==> src/rtl/pipe_pkg.sv <==
// Shared pipeline definitions: IF/ID register layout, the NOP encoding and the
// fetch-stage FSM states.
package pipe_pkg;

   localparam int PIPE_XLEN = 32;

   localparam logic [PIPE_XLEN-1:0] NOP_INSTR = 32'h0000_0000;

   // IF/ID pipeline register contents
   typedef struct packed {
      logic                 valid;
      logic [PIPE_XLEN-1:0] pc;
      logic [PIPE_XLEN-1:0] pc_plus1;
      logic [PIPE_XLEN-1:0] instr;
   } ifid_t;

   typedef enum logic [0:0] {
      RUN  = 1'b0,
      HOLD = 1'b1
   } fetch_state_e;

   // Builds an IF/ID entry; pc_plus1 wraps modulo 2^PIPE_XLEN by construction
   function automatic ifid_t make_ifid(input logic                 v,
                                       input logic [PIPE_XLEN-1:0] pc,
                                       input logic [PIPE_XLEN-1:0] instr);
      ifid_t e;
      e.valid    = v;
      e.pc       = pc;
      e.pc_plus1 = pc + {{(PIPE_XLEN-1){1'b0}}, 1'b1};
      e.instr    = instr;
      return e;
   endfunction

endpackage

==> src/rtl/fetch_skid_buf.sv <==
// One-entry skid buffer: captures the fetch that was in flight when a stall
// hit, holds it through the stall, and is emptied by a pop or a flush.
module fetch_skid_buf
   import pipe_pkg::*;
#(
   parameter int               XLEN = PIPE_XLEN,
   parameter logic [XLEN-1:0]  NOP  = NOP_INSTR
) (
   input  logic            clk,
   input  logic            rst,
   input  logic            i_cap,
   input  logic            i_clr,
   input  logic            i_pop,
   input  logic [XLEN-1:0] i_pc,
   input  logic [XLEN-1:0] i_instr,
   output logic            o_v,
   output logic [XLEN-1:0] o_pc,
   output logic [XLEN-1:0] o_instr
);

   logic            r_v;
   logic [XLEN-1:0] r_pc;
   logic [XLEN-1:0] r_instr;

   // Valid flag: clear/pop win over capture; a full entry is never overwritten
   always_ff @(posedge clk or posedge rst) begin
      if (rst) begin
         r_v <= 1'b0;
      end else if (i_clr || i_pop) begin
         r_v <= 1'b0;
      end else if (i_cap && !r_v) begin
         r_v <= 1'b1;
      end else begin
         r_v <= r_v;
      end
   end

   // Payload: loaded only when a capture actually fills an empty entry
   always_ff @(posedge clk or posedge rst) begin
      if (rst) begin
         r_pc    <= {XLEN{1'b0}};
         r_instr <= NOP;
      end else if (i_cap && !r_v && !i_clr && !i_pop) begin
         r_pc    <= i_pc;
         r_instr <= i_instr;
      end else begin
         r_pc    <= r_pc;
         r_instr <= r_instr;
      end
   end

   assign o_v     = r_v;
   assign o_pc    = r_pc;
   assign o_instr = r_instr;

endmodule

==> src/rtl/fetch_stage.sv <==
// Instruction-fetch stage: drives the 1-cycle synchronous imem from the PC,
// tracks the outstanding read, and loads the IF/ID register. Stalls are
// absorbed by a one-entry skid buffer; flushes kill wrong-path fetches.
module fetch_stage
   import pipe_pkg::*;
#(
   parameter int               XLEN = PIPE_XLEN,
   parameter int               AW   = 10,
   parameter logic [XLEN-1:0]  NOP  = NOP_INSTR
) (
   input  logic            clk,
   input  logic            rst,
   input  logic [XLEN-1:0] i_pc,
   input  logic            i_stall,
   input  logic            i_flush,
   output logic            o_imem_req,
   output logic [AW-1:0]   o_imem_addr,
   input  logic [XLEN-1:0] i_imem_rdata,
   output logic            o_pc_hold,
   output logic            o_ifid_valid,
   output logic [XLEN-1:0] o_ifid_pc,
   output logic [XLEN-1:0] o_ifid_pc_plus1,
   output logic [XLEN-1:0] o_ifid_instr
);

   fetch_state_e    r_state;
   fetch_state_e    w_state_nxt;
   logic            r_inflight_v;
   logic [XLEN-1:0] r_inflight_pc;
   ifid_t           r_ifid;
   ifid_t           w_ifid_nxt;
   logic            w_req;
   logic            w_skid_cap;
   logic            w_skid_clr;
   logic            w_skid_pop;
   logic            w_skid_v;
   logic [XLEN-1:0] w_skid_pc;
   logic [XLEN-1:0] w_skid_instr;

   // A stalled or flushed cycle never issues a read; flush releases the PC so
   // it can load the branch target even if the hazard unit is stalling.
   assign w_req       = !i_stall && !i_flush;
   assign o_imem_req  = w_req;
   assign o_pc_hold   = i_stall && !i_flush;
   assign o_imem_addr = i_pc[AW-1:0];

   fetch_skid_buf #(
      .XLEN (XLEN),
      .NOP  (NOP)
   ) u_skid (
      .clk     (clk),
      .rst     (rst),
      .i_cap   (w_skid_cap),
      .i_clr   (w_skid_clr),
      .i_pop   (w_skid_pop),
      .i_pc    (r_inflight_pc),
      .i_instr (i_imem_rdata),
      .o_v     (w_skid_v),
      .o_pc    (w_skid_pc),
      .o_instr (w_skid_instr)
   );

   // In-flight tracker: remembers which PC the data arriving next cycle belongs to
   always_ff @(posedge clk or posedge rst) begin
      if (rst) begin
         r_inflight_v  <= 1'b0;
         r_inflight_pc <= {XLEN{1'b0}};
      end else begin
         r_inflight_v  <= w_req;
         r_inflight_pc <= i_pc;
      end
   end

   // FSM state register
   always_ff @(posedge clk or posedge rst) begin
      if (rst) begin
         r_state <= RUN;
      end else begin
         r_state <= w_state_nxt;
      end
   end

   // FSM next state: flush always returns to RUN, otherwise stall selects HOLD
   always_comb begin
      w_state_nxt = r_state;
      if (i_flush) begin
         w_state_nxt = RUN;
      end else begin
         case (r_state)
            RUN:     w_state_nxt = i_stall ? HOLD : RUN;
            HOLD:    w_state_nxt = i_stall ? HOLD : RUN;
            default: w_state_nxt = RUN;
         endcase
      end
   end

   // FSM outputs: next IF/ID contents and skid buffer control
   always_comb begin
      w_ifid_nxt = r_ifid;
      w_skid_cap = 1'b0;
      w_skid_clr = 1'b0;
      w_skid_pop = 1'b0;
      if (i_flush) begin
         w_ifid_nxt.valid = 1'b0;
         w_ifid_nxt.instr = NOP;
         w_skid_clr       = 1'b1;
      end else begin
         case (r_state)
            RUN: begin
               if (i_stall) begin
                  // Park the returning word; IF/ID stays frozen
                  w_skid_cap = r_inflight_v;
               end else begin
                  w_ifid_nxt = make_ifid(r_inflight_v, r_inflight_pc,
                                         r_inflight_v ? i_imem_rdata : NOP);
               end
            end
            HOLD: begin
               if (i_stall) begin
                  w_ifid_nxt = r_ifid;
               end else begin
                  // Drain the skid entry while the held PC's read goes out
                  w_ifid_nxt = make_ifid(w_skid_v, w_skid_pc,
                                         w_skid_v ? w_skid_instr : NOP);
                  w_skid_pop = 1'b1;
               end
            end
            default: begin
               w_ifid_nxt = r_ifid;
            end
         endcase
      end
   end

   // IF/ID pipeline register
   always_ff @(posedge clk or posedge rst) begin
      if (rst) begin
         r_ifid.valid    <= 1'b0;
         r_ifid.pc       <= {XLEN{1'b0}};
         r_ifid.pc_plus1 <= {{(XLEN-1){1'b0}}, 1'b1};
         r_ifid.instr    <= NOP;
      end else begin
         r_ifid <= w_ifid_nxt;
      end
   end

   assign o_ifid_valid    = r_ifid.valid;
   assign o_ifid_pc       = r_ifid.pc;
   assign o_ifid_pc_plus1 = r_ifid.pc_plus1;
   assign o_ifid_instr    = r_ifid.instr;

endmodule

==> config.mk <==
export PLATFORM = sky130hd
export DESIGN_NAME = fetch_stage
export DESIGN_NICKNAME = d
export VERILOG_FILES = /design/src/rtl/pipe_pkg.sv /design/src/rtl/fetch_skid_buf.sv /design/src/rtl/fetch_stage.sv
export SDC_FILE = /design/constraint.sdc
export NUM_CORES = 1
export LEC_CHECK = 0
export CAP_MARGIN = 20
export CORE_AREA = 2 2 128 130
export CTS_BUF_LIST = sky130_fd_sc_hd__clkbuf_4
export CTS_CLUSTER_SIZE = 25
export DETAILED_ROUTE_END_ITERATION = 10
export DIE_AREA = 0 0 130 132
export HOLD_SLACK_MARGIN = 0.08
export PLACE_DENSITY = 0.87
export REMOVE_ABC_BUFFERS = 1
export SKIP_CTS_REPAIR_TIMING = 1
export SLEW_MARGIN = 30
export SYNTH_ARGS = -nofsm -noshare
export SYNTH_HDL_FRONTEND = slang
export SYNTH_HIERARCHICAL = 1
export SYNTH_SLANG_ARGS = --single-unit
==> constraint.sdc <==
create_clock -name clk -period 8.1 [get_ports clk]
set_clock_uncertainty 0.05 [all_clocks]
set_input_delay 2.43 -clock clk [delete_from_list [all_inputs] [get_ports clk]]
set_output_delay 2.43 -clock clk [all_outputs]
set_load 0.01 [all_outputs]
==> impl_metrics.env <==
export IMPL_status="finished clean"
export IMPL_antenna_left=0
export IMPL_yosys_area_top_type="dfrtp_1"
export IMPL_power_density_mw_per_mm2=204
export IMPL_num_nets_final=988
export IMPL_drv_cap=0
export IMPL_finalPower_mw=2.23
export IMPL_crit_path_cell_trace="clkdlybuf4s50_1 > or2_4 > clkinv_1 > clkdlybuf4s50_1"
export IMPL_seqCellArea_mm2=0.00491
export IMPL_synthTopCellsByArea="dfrtp_1 55%, mux2_4 10%, nor2_1 3.5%"
export IMPL_grt_max_degree=115
export IMPL_grt_overflow_total=0
export IMPL_min_period_ns=6.61
export IMPL_final_setup_tns_ns=0
export IMPL_start_util_pct=56.8
export IMPL_ys_seq_elements=196
export IMPL_viasPerCell=5.62
export IMPL_gr_usage_met3_pct=6.78
export IMPL_routed_wl_um=20400
export IMPL_io_buffers=176
export IMPL_clockRootBuffer="clkbuf_4"
export IMPL_slowest_delay_ns=0.65
export IMPL_core_mm2=0.0157
export IMPL_drv_slew=0
export IMPL_cts_sinks=196
export IMPL_crit_path_start_kind="input port"
export IMPL_hold_class="reg2reg"
export IMPL_synth_edf_count=0
export IMPL_use_met1_pct=34.1
export IMPL_use_met2_pct=38.7
export IMPL_worstPathArrival_ns=4.13
export IMPL_syn_inst=774
export IMPL_leakagePower_nw=4.70
export IMPL_num_fill_cells=1120
export IMPL_drtPass1Iterations=5
export IMPL_grt_pass1_wl_um=33800
export IMPL_startpoint="i_flush"
export IMPL_area_delta_synth_final_pct=22.7
export IMPL_die_area_mm2=0.0172
export IMPL_setup_viol=0
export IMPL_reg2reg_from="r_state"
export IMPL_clk_insertion_delay_late_ns=0.57
export IMPL_antenna_found_initial=1
export IMPL_max_freq_mhz=151
export IMPL_r2r_end="o_ifid_pc_plus1[29]"
export IMPL_dp_hpwl_um=13500
export IMPL_cts_tree="built"
export IMPL_rsz0062_at_grt="false"
export IMPL_grt_use_total_pct=24.8
export IMPL_hold_path_end="o_ifid_pc[30]"
export IMPL_yosysWarnings=6
export IMPL_critPathSlowestCell="clkdlybuf4s50_1"
export IMPL_vias=6451
export IMPL_min_from="o_ifid_pc[30]"
export IMPL_crit_type="in2out"
export IMPL_die_h_um=132
export IMPL_grt_pass1_vias=6579
export IMPL_finalHoldViolations=0
export IMPL_htreeDepth=4
export IMPL_rows=46
export IMPL_drt_initial_drc_count=411
export IMPL_tightest_slew_ns=0.839
export IMPL_path_clk_slew_ns=0.14
export IMPL_cts_made_buffers=17
export IMPL_hold_depth=1
export IMPL_utilization_pct=69.8
export IMPL_synth_ff_type="dfrtp_1"
export IMPL_reg2reg_depth=6
export IMPL_synth_async_reset_ratio_pct=100
export IMPL_busiest_layer="met2"
export IMPL_avgSynthCellArea_um2=11.5
export IMPL_drcViolationCount=0
export IMPL_yosysUniqueCellTypes=54
export IMPL_post_drt_wl_per_cell_um=17.8
export IMPL_die_x_um=130
export IMPL_cpMostUsedCell="clkdlybuf4s50_1"
export IMPL_critPathRequiredTime_ns=5.62
export IMPL_layout_worst_path_cycle_share_pct=81.6
export IMPL_gp_congestion=0.849
export IMPL_crit_path_end_kind="output port"
export IMPL_final_layout_size_suffix_gt1_share_pct=13.1
export IMPL_worst_path_max_fanout=10
export IMPL_netlist_area_leader_share_pct=54.6
export IMPL_r2r_slack_ns=4.70
export IMPL_multiInputGateArea_mm2=0.00360
export IMPL_syn_cell_area_mm2=0.00893
export IMPL_maxSlewHeadroom_pct=44.1
export IMPL_ioPinCount=177
export IMPL_yosysSeqAreaShare_pct=54.9
export IMPL_cts_buffer_depth=2
export IMPL_vdd_drop_max_v=0.000104
export IMPL_diodes=0
-- layer usage --
layer | vias to the layer above | part of all wire, %
met5 | - | 0.079
met4 | 2 | 1.7
met3 | 31 | 6.9
met2 | 214 | 47
met1 | 3190 | 44
li1 | 3014 | -
-- critical path, delay by kind of cell --
kind                   cells  cell delay [ns]
buffers and inverters      3             1.31
AND/OR/NAND/NOR            1             0.37
-- stage by stage --
step | cells | cell area [um2] | setup WS [ns] | hold WS [ns]
3_3_place_gp | 1116 | 10600 | 1.50 | 0.411
5_1_grt | 1147 | 11000 | 1.40 | 0.469
4_1_cts | 1147 | 11000 | 1.49 | 0.446
2_1_floorplan | 712 | 8510 | -0.316 | 0.431
6_report | 1147 | 11000 | 1.49 | 0.442
3_5_place_dp | 1116 | 10600 | 1.49 | 0.405
-- cells in the mapped netlist (6+ instances only) --
master    instances
a21o_1           11
a21oi_1          37
a22oi_1          36
buf_12            6
buf_4            15
clkbuf_1         28
dfrtp_1         195
mux2_2            8
mux2_4           60
mux2i_1          26
nand2_1          80
nand3_1          23
nand3b_1          9
nand4_1          11
nor2_1           84
o21ai_0          41
o31ai_1          10
xnor2_1           9
-- cell usage in the layout, fill, tap and decap left out, types with 5 or more instances in the layout --
cell type        synthesis  layout
a21o_1                  11      11
a21oi_1                 37      37
a22oi_1                 36      36
buf_4                   15       9
clkbuf_4                 0      17
clkdlybuf4s50_1          0     175
dfrtp_1                195     194
mux2_2                   8       8
mux2_4                  60      60
mux2i_1                 26      26
nand2_1                 80      80
nand3_1                 23      23
nand3b_1                 9       9
nand4_1                 11      11
nand4b_1                 5       5
nor2_1                  84      84
nor3_1                   5       5
nor4_1                   5       5
o21ai_0                 41      41
o31ai_1                 10      10
xnor2_1                  9       9
xor2_1                   5       5
-- final cells by class --
class                           count  share of cell area (%)
Tap cell                          216                    2.46
Sequential cell                   196                    44.8
Clock inverter                     14                    1.70
Multi-Input combinational cell    513                    32.8
Clock buffer                       17                    1.16
Inverter                            3                   0.148
Timing Repair Buffer              188                    16.9
-- power by group --
part | switching [mW] | leakage (nW) | internal (mW) | total [mW]
logic | 0.181 | 2.07 | 0.266 | 0.447
clock network | 0.329 | 0.161 | 0.242 | 0.571
registers | 0.105 | 2.47 | 1.11 | 1.22
-- flip-flops by register name (all words and copies together) (netlist names) --
register / cells
o_ifid_pc: 32
r_inflight_v: 1
u_skid/o_instr: 32
o_ifid_pc_plus1: 32
o_ifid_valid: 1
r_state: 1
u_skid/o_pc: 32
o_ifid_instr: 32
u_skid/o_v: 1
r_inflight_pc: 32
-- cells by family (layout without fill, tap and decap cells) --
group / Yosys count / in the layout / synth area share (%)
buffers and inverters: 65 / 222 / 4.85
adder cells (fa/ha/maj): 1 / 1 / 0.140
AO/OA/AOI/OAI: 158 / 158 / 11.6
multiplexers: 94 / 94 / 14.0
XOR/XNOR: 14 / 14 / 1.37
AND/OR/NAND/NOR: 246 / 246 / 13.1
flip-flops: 196 / 196 / 54.9
-- worst max-delay path by stage --
stage / endpoint / slack (ns) / cells after the start
floorplan: u_skid/o_instr[16] / -0.32 / 5
global placement: o_imem_req / 1.50 / 4
detailed placement: o_imem_req / 1.49 / 4
CTS: o_imem_req / 1.49 / 4
global route: o_imem_req / 1.40 / 4
finish: o_imem_req / 1.49 / 4
Power figures use the tool's default switching activity.
